[src/rtl/fifo_pkg.sv]
// Shared definitions for the read-side FIFO drain controller.
package fifo_pkg;

   localparam int unsigned FIFO_WIDTH_DEF = 8;
   localparam int unsigned CNT_WIDTH_DEF  = 16;

   // Output buffer occupancy; 2'b11 is unused and recovers to S_EMPTY.
   typedef enum logic [1:0] {
      S_EMPTY = 2'b00,
      S_ONE   = 2'b01,
      S_TWO   = 2'b10
   } state_e;

endpackage

[src/rtl/fifo_rd_stream_if.sv]
// FIFO read port plus downstream valid/ready stream seen by the drain controller.
interface fifo_rd_stream_if
   import fifo_pkg::*;
#(
   parameter int unsigned FIFO_width = FIFO_WIDTH_DEF
);
   logic                  FIFO_EMPTY;
   logic [FIFO_width-1:0] FIFO_RD_DATA;
   logic                  FIFO_R_INC;
   logic [FIFO_width-1:0] OUT_DATA;
   logic                  OUT_VALID;
   logic                  OUT_READY;

   // Drain controller side.
   modport master (
      input  FIFO_EMPTY, FIFO_RD_DATA, OUT_READY,
      output FIFO_R_INC, OUT_DATA, OUT_VALID
   );

   // FIFO plus consumer side.
   modport slave (
      output FIFO_EMPTY, FIFO_RD_DATA, OUT_READY,
      input  FIFO_R_INC, OUT_DATA, OUT_VALID
   );
endinterface

[src/rtl/word_counter.sv]
// Wrapping event counter with enable.
module word_counter
   import fifo_pkg::*;
#(
   parameter int unsigned CNT_width = CNT_WIDTH_DEF
) (
   input  logic                 clk,
   input  logic                 rst_n,
   input  logic                 en_i,
   output logic [CNT_width-1:0] cnt_o
);
   logic [CNT_width-1:0] cnt_q, cnt_d;

   // Increment on each enabled cycle; natural overflow gives the wrap.
   always_comb begin
      cnt_d = cnt_q;
      if (en_i) begin
         cnt_d = cnt_q + CNT_width'(1);
      end
   end

   // Counter register.
   always_ff @(posedge clk or negedge rst_n) begin
      if (!rst_n) begin
         cnt_q <= '0;
      end else begin
         cnt_q <= cnt_d;
      end
   end

   assign cnt_o = cnt_q;
endmodule

[src/rtl/fifo_rd_stream.sv]
// Pops words from the FIFO read port into a 2-entry buffer and presents them as a
// valid/ready stream; the pop strobe depends on registered occupancy only.
module fifo_rd_stream
   import fifo_pkg::*;
#(
   parameter int unsigned FIFO_width = FIFO_WIDTH_DEF,
   parameter int unsigned CNT_width  = CNT_WIDTH_DEF
) (
   input  logic                 R_CLK,
   input  logic                 R_RST,
   input  logic                 EN,
   fifo_rd_stream_if.master     bus,
   output logic [CNT_width-1:0] WORD_CNT
);
   state_e                state_q, state_d;
   logic [FIFO_width-1:0] head_q, head_d;
   logic [FIFO_width-1:0] tail_q, tail_d;
   logic                  valid_c;
   logic                  push_c;
   logic                  pop_c;

   // Push never looks at OUT_READY, so S_TWO blocks it until a slot frees.
   assign valid_c = (state_q != S_EMPTY);
   assign push_c  = R_RST & EN & ~bus.FIFO_EMPTY & (state_q != S_TWO);
   assign pop_c   = valid_c & bus.OUT_READY;

   // Next occupancy and head/tail contents.
   always_comb begin
      state_d = state_q;
      head_d  = head_q;
      tail_d  = tail_q;
      case (state_q)
         S_EMPTY: begin
            if (push_c) begin
               state_d = S_ONE;
               head_d  = bus.FIFO_RD_DATA;
            end
         end
         S_ONE: begin
            if (push_c && pop_c) begin
               head_d = bus.FIFO_RD_DATA;
            end else if (push_c) begin
               state_d = S_TWO;
               tail_d  = bus.FIFO_RD_DATA;
            end else if (pop_c) begin
               state_d = S_EMPTY;
            end
         end
         S_TWO: begin
            if (pop_c) begin
               state_d = S_ONE;
               head_d  = tail_q;
            end
         end
         default: begin
            state_d = S_EMPTY;
         end
      endcase
   end

   // Buffer state registers.
   always_ff @(posedge R_CLK or negedge R_RST) begin
      if (!R_RST) begin
         state_q <= S_EMPTY;
         head_q  <= '0;
         tail_q  <= '0;
      end else begin
         state_q <= state_d;
         head_q  <= head_d;
         tail_q  <= tail_d;
      end
   end

   assign bus.FIFO_R_INC = push_c;
   assign bus.OUT_DATA   = head_q;
   assign bus.OUT_VALID  = valid_c;

   // Completed output handshakes.
   word_counter #(
      .CNT_width (CNT_width)
   ) u_word_counter (
      .clk   (R_CLK),
      .rst_n (R_RST),
      .en_i  (pop_c),
      .cnt_o (WORD_CNT)
   );
endmodule

[src/flat_wrapper.sv]
// flat-port wrapper written by rule: the top's interface ports become plain ports
module fifo_rd_stream_flat import fifo_pkg::*;
#(
   parameter int unsigned FIFO_width = FIFO_WIDTH_DEF,
   parameter int unsigned CNT_width  = CNT_WIDTH_DEF
)
  (R_CLK, R_RST, EN, WORD_CNT, bus_FIFO_EMPTY, bus_FIFO_RD_DATA, bus_OUT_READY, bus_FIFO_R_INC, bus_OUT_DATA, bus_OUT_VALID);
  fifo_rd_stream_if #(.FIFO_width(FIFO_width)) bus_i ();
  input  logic R_CLK;
  input  logic R_RST;
  input  logic EN;
  output logic [CNT_width-1:0] WORD_CNT;
  input wire logic [$bits(bus_i.FIFO_EMPTY)-1:0] bus_FIFO_EMPTY;
  input wire logic [$bits(bus_i.FIFO_RD_DATA)-1:0] bus_FIFO_RD_DATA;
  input wire logic [$bits(bus_i.OUT_READY)-1:0] bus_OUT_READY;
  output wire logic [$bits(bus_i.FIFO_R_INC)-1:0] bus_FIFO_R_INC;
  output wire logic [$bits(bus_i.OUT_DATA)-1:0] bus_OUT_DATA;
  output wire logic [$bits(bus_i.OUT_VALID)-1:0] bus_OUT_VALID;
  assign bus_i.FIFO_EMPTY = bus_FIFO_EMPTY;
  assign bus_i.FIFO_RD_DATA = bus_FIFO_RD_DATA;
  assign bus_i.OUT_READY = bus_OUT_READY;
  assign bus_FIFO_R_INC = bus_i.FIFO_R_INC;
  assign bus_OUT_DATA = bus_i.OUT_DATA;
  assign bus_OUT_VALID = bus_i.OUT_VALID;
  fifo_rd_stream #(.FIFO_width(FIFO_width), .CNT_width(CNT_width)) u_core (.R_CLK(R_CLK), .R_RST(R_RST), .EN(EN), .bus(bus_i), .WORD_CNT(WORD_CNT));
endmodule
[config.mk]
export PLATFORM = sky130hd
export DESIGN_NAME = fifo_rd_stream_flat
export DESIGN_NICKNAME = d
export VERILOG_FILES = /design/src/rtl/fifo_pkg.sv /design/src/rtl/fifo_rd_stream_if.sv /design/src/rtl/word_counter.sv /design/src/rtl/fifo_rd_stream.sv /design/src/flat_wrapper.sv
export SDC_FILE = /design/constraint.sdc
export NUM_CORES = 1
export LEC_CHECK = 0
export ABC_AREA = 0
export BUFFER_PORTS_ARGS = -buffer_cell sky130_fd_sc_hd__buf_2
export CAP_MARGIN = 40
export CORE_UTILIZATION = 55
export CTS_CLUSTER_DIAMETER = 60
export DETAILED_ROUTE_END_ITERATION = 10
export GPL_ROUTABILITY_DRIVEN = 0
export PLACE_DENSITY = 0.86
export SYNTH_ARGS = -nofsm -noshare
export SYNTH_HDL_FRONTEND = slang
export SYNTH_SLANG_ARGS = --single-unit
[constraint.sdc]
create_clock -name R_CLK -period 3.2 [get_ports R_CLK]
set_clock_uncertainty 0.2 [all_clocks]
set_input_delay 0.16 -clock R_CLK [delete_from_list [all_inputs] [get_ports R_CLK]]
set_output_delay 0.16 -clock R_CLK [all_outputs]
set_load 0.02 [all_outputs]
==> metrics.md <==
| Metric | Value |
|---|---|
| Vias post-DR | approximately 1.1k |
| Vias in the first global route | 1,054 |
| # IOs | 39 |
| Clk_lat worst skew | 0.35 ns |
| Die height | 53.7 um |
| Highest Clock Rate | 495 MHz |
| Die width | roughly 54 um |
| Layout cell share with drive strength beyond 1 | 34.3% |
| Wire per inst | 14.2 um |
| CP Data Arrival Time | 1.66 ns |
| Clock share of power | 22.9% |
| Die area | 0.00289 mm^2 |
| Unrepaired setup endpoints after global routing | false |
| P_sw | ~370 uW |
| Max IR drop VDD | 0.447 mV |
| Hold path cells | 4 |
| Post-DP HPWL | 2050 um |
| Synth top area cells | dfrtp_1, mux2_2, xnor2_1, o22ai_1, a21oi_1 |
| CTS tree | built |
| Routed WL | about 3000 um |
| Logic pwr share | 25.0% |
| Crit share post-route | 63.2% |
| Num CTS Buffers | 5 |
| Global-route wire length before repair | ~4400 um |
| Row Count | 18 |
| Netlist cell types | 26 |
| Root buffer cell | clkbuf_4 |
| Finished Core Util | 74.5% |
| CP startpoint kind | input port |
| Count of final hold-check violations | 0 |
| Number of buffers added on ports | 38 |
| Drt via density | 5.40 |
| CTS sink count | 34 |
| R2r worst-path depth | 4 |
| Post-synth EDFFs | 0 |
| Nets | around 190 |
| Run status | complete, no violations |
| CTS Buffer Depth | 2 |
| CP required | 2.84 ns |
| Most used DFF post-synth | dfrtp_1 |
| Synth Net Count | 137 |
| Pin count of the biggest net entering global routing | 36 |
| Post-cts resize count | 0 |
| Post-synthesis async set-or-reset flop share | 100% |
| First-pass detailed-route iteration total | 4 |
| Worst Path Max Fanout | 35 |
| Final antenna-violating net count | 0 |
| Synth warnings | 0 |
| Synthesized area per cell | between 10 and 15 um^2 |
| DRC Markers | 0 |
| H-Tree Depth | 2 |
| Top-area cell type share of the netlist area | 57.8% |
| Slew @ Worst Pin | 0.416 ns |
| Final setup viols | 0 |
| Post-Syn Area | 0.00147 mm^2 |
| #FFs+latches synth | 34 |
| Tmin final | between 2 and 2.5 ns |
| Critical path capture point type | output port |
| Sequential share of power | roughly 52% |
| Sw Ratio | approximately 34% |
| Area Overhead vs Synth | 26.4% |
| Commonest cells post-synth | dfrtp_1, xnor2_1, a21oi_1 |
| Post-CTS Setup Bufs | 0 |
| P per Cell Area | 596 mW/mm^2 |
| Gr ovfl total | 0 |
| Internal power | 737 uW |
| Setup TNS Final | 0 ns |
| Hold Crit Class | in2reg |
| Sequential-to-total area share from yosys stat | 57.8% |
| Initial antenna violation count | 0 |
| Syn Inst Count | 123 |
| Max-slew violation count | 0 |
| All-Layer GR Usage | 22.9% |
| Clock transition at path regs | 0.10 ns |
| Slew margin rel. | 72.3% |
| Maximum Capacitance Violations | 0 |
| Diode count | 0 |
| Worst setup path class | in2out |
| Leading area contributor after synthesis | dfrtp_1 |
| Leak | 0.967 nW |
| Most frequent cell after synthesis | dfrtp_1 |
| Initial Utilization | 58.9% |
| Initial drt markers | 23 |
| Placeable Area | 0.00250 mm^2 |
-- power groups by stage --
stage / Sequential [mW] / Clock (mW) / Combinational [mW]
2_1_floorplan: 0.641 / 0 / 0.111
3_3_place_gp: 0.578 / 0 / 0.262
3_5_place_dp: 0.585 / 0 / 0.271
4_1_cts: 0.576 / 0.261 / 0.281
5_1_grt: 0.589 / 0.277 / 0.302
6_report: 0.577 / 0.255 / 0.278
-- layout make-up --
class,instances,area [um^2]
tap,30,37.5
fill,158,638
sequential,34,851
clock buffer,6,51.3
timing repair buffer,49,298
clock inverter,2,12.5
multi-input combinational,79,582
inverter,8,30.0
-- stage by stage --
stage	std cells	setup WS (ns)	instance area (um^2)	total power, mW	hold slack, ns
4_1_cts	208	1.13	1860	1.12	0.0791
5_1_grt	208	1.01	1860	1.17	0.118
6_report	208	1.18	1860	1.11	0.0849
2_1_floorplan	123	1.51	1470	0.751	-0.336
3_5_place_dp	190	1.45	1700	0.856	0.0673
3_3_place_gp	190	1.52	1700	0.840	0.0563
-- cell families (layout without fill, tap and decap cells) --
group | count (synthesis) | in the layout | synth area share (%)
flip-flops | 34 | 34 | 57.8
AND/OR/NAND/NOR | 31 | 31 | 12.6
AO/OA/AOI/OAI | 22 | 22 | 9.60
XOR/XNOR | 15 | 15 | 8.92
multiplexers | 10 | 10 | 7.56
buffers and inverters | 10 | 65 | 2.72
adder cells (fa/ha/maj) | 1 | 1 | 0.849
-- layout by cell type (no fill, tap or decap), types with 2 or more instances in the layout --
cell / synthesis / routed
a21oi_1: 10 / 10
and3_1: 2 / 2
nand3_1: 4 / 4
xnor2_1: 11 / 11
nor2b_1: 2 / 2
o22ai_1: 9 / 9
buf_2: 2 / 38
nand4_1: 2 / 2
dlygate4sd3_1: 0 / 10
inv_1: 8 / 8
mux2_2: 9 / 9
nor2_1: 4 / 4
nand2_1: 9 / 9
clkbuf_4: 0 / 5
and4_1: 2 / 2
dfrtp_1: 34 / 34
xor2_1: 4 / 4
-- flip-flops by register name, indices dropped and copies added, names as in the netlist --
signal,count
u_core.state_q,2
u_core.u_word_counter.cnt_o,16
u_core.tail_q,8
u_core.bus.OUT_DATA,8
-- per-layer routing --
metal  track usage (%)  share of wire [%]  routed length, um  vias to the layer above
met2              32.7                 48               1420                       39
li1                  -                  -                  -                      541
met4              18.0                3.7                110                        0
met3              7.06                5.5                164                       14
met1              28.6                 43               1270                      530
met5                 0                  0                  0                        -
-- what timing repair did --
action                                 4_1_cts  5_1_grt
setup endpoints to repair                    0        0
hold buffers                                10        0
endpoints found under the hold margin       52        0
-- path summary, 6_finish.rpt --
kind,startpoint,end,slack [ns]
min in group asynchronous,R_RST,u_core.u_word_counter.cnt_o[14],0.20
max in group asynchronous,R_RST,u_core.u_word_counter.cnt_o[1],2.30
min reg2reg,u_core.u_word_counter.cnt_o[15],u_core.u_word_counter.cnt_o[15],0.28
max reg2reg,u_core.state_q[1],u_core.bus.OUT_DATA[1],1.41
max,R_RST,bus_FIFO_R_INC,1.18
min,EN,u_core.state_q[0],0.08
-- worst max-delay path, stage by stage --
cell           delay [ns]
dlygate4sd3_1        0.51
buf_2                0.13
buf_4                0.38
nand3b_1             0.18
nor2_1               0.12
buf_2                0.17
Power figures use the tool's default switching activity.
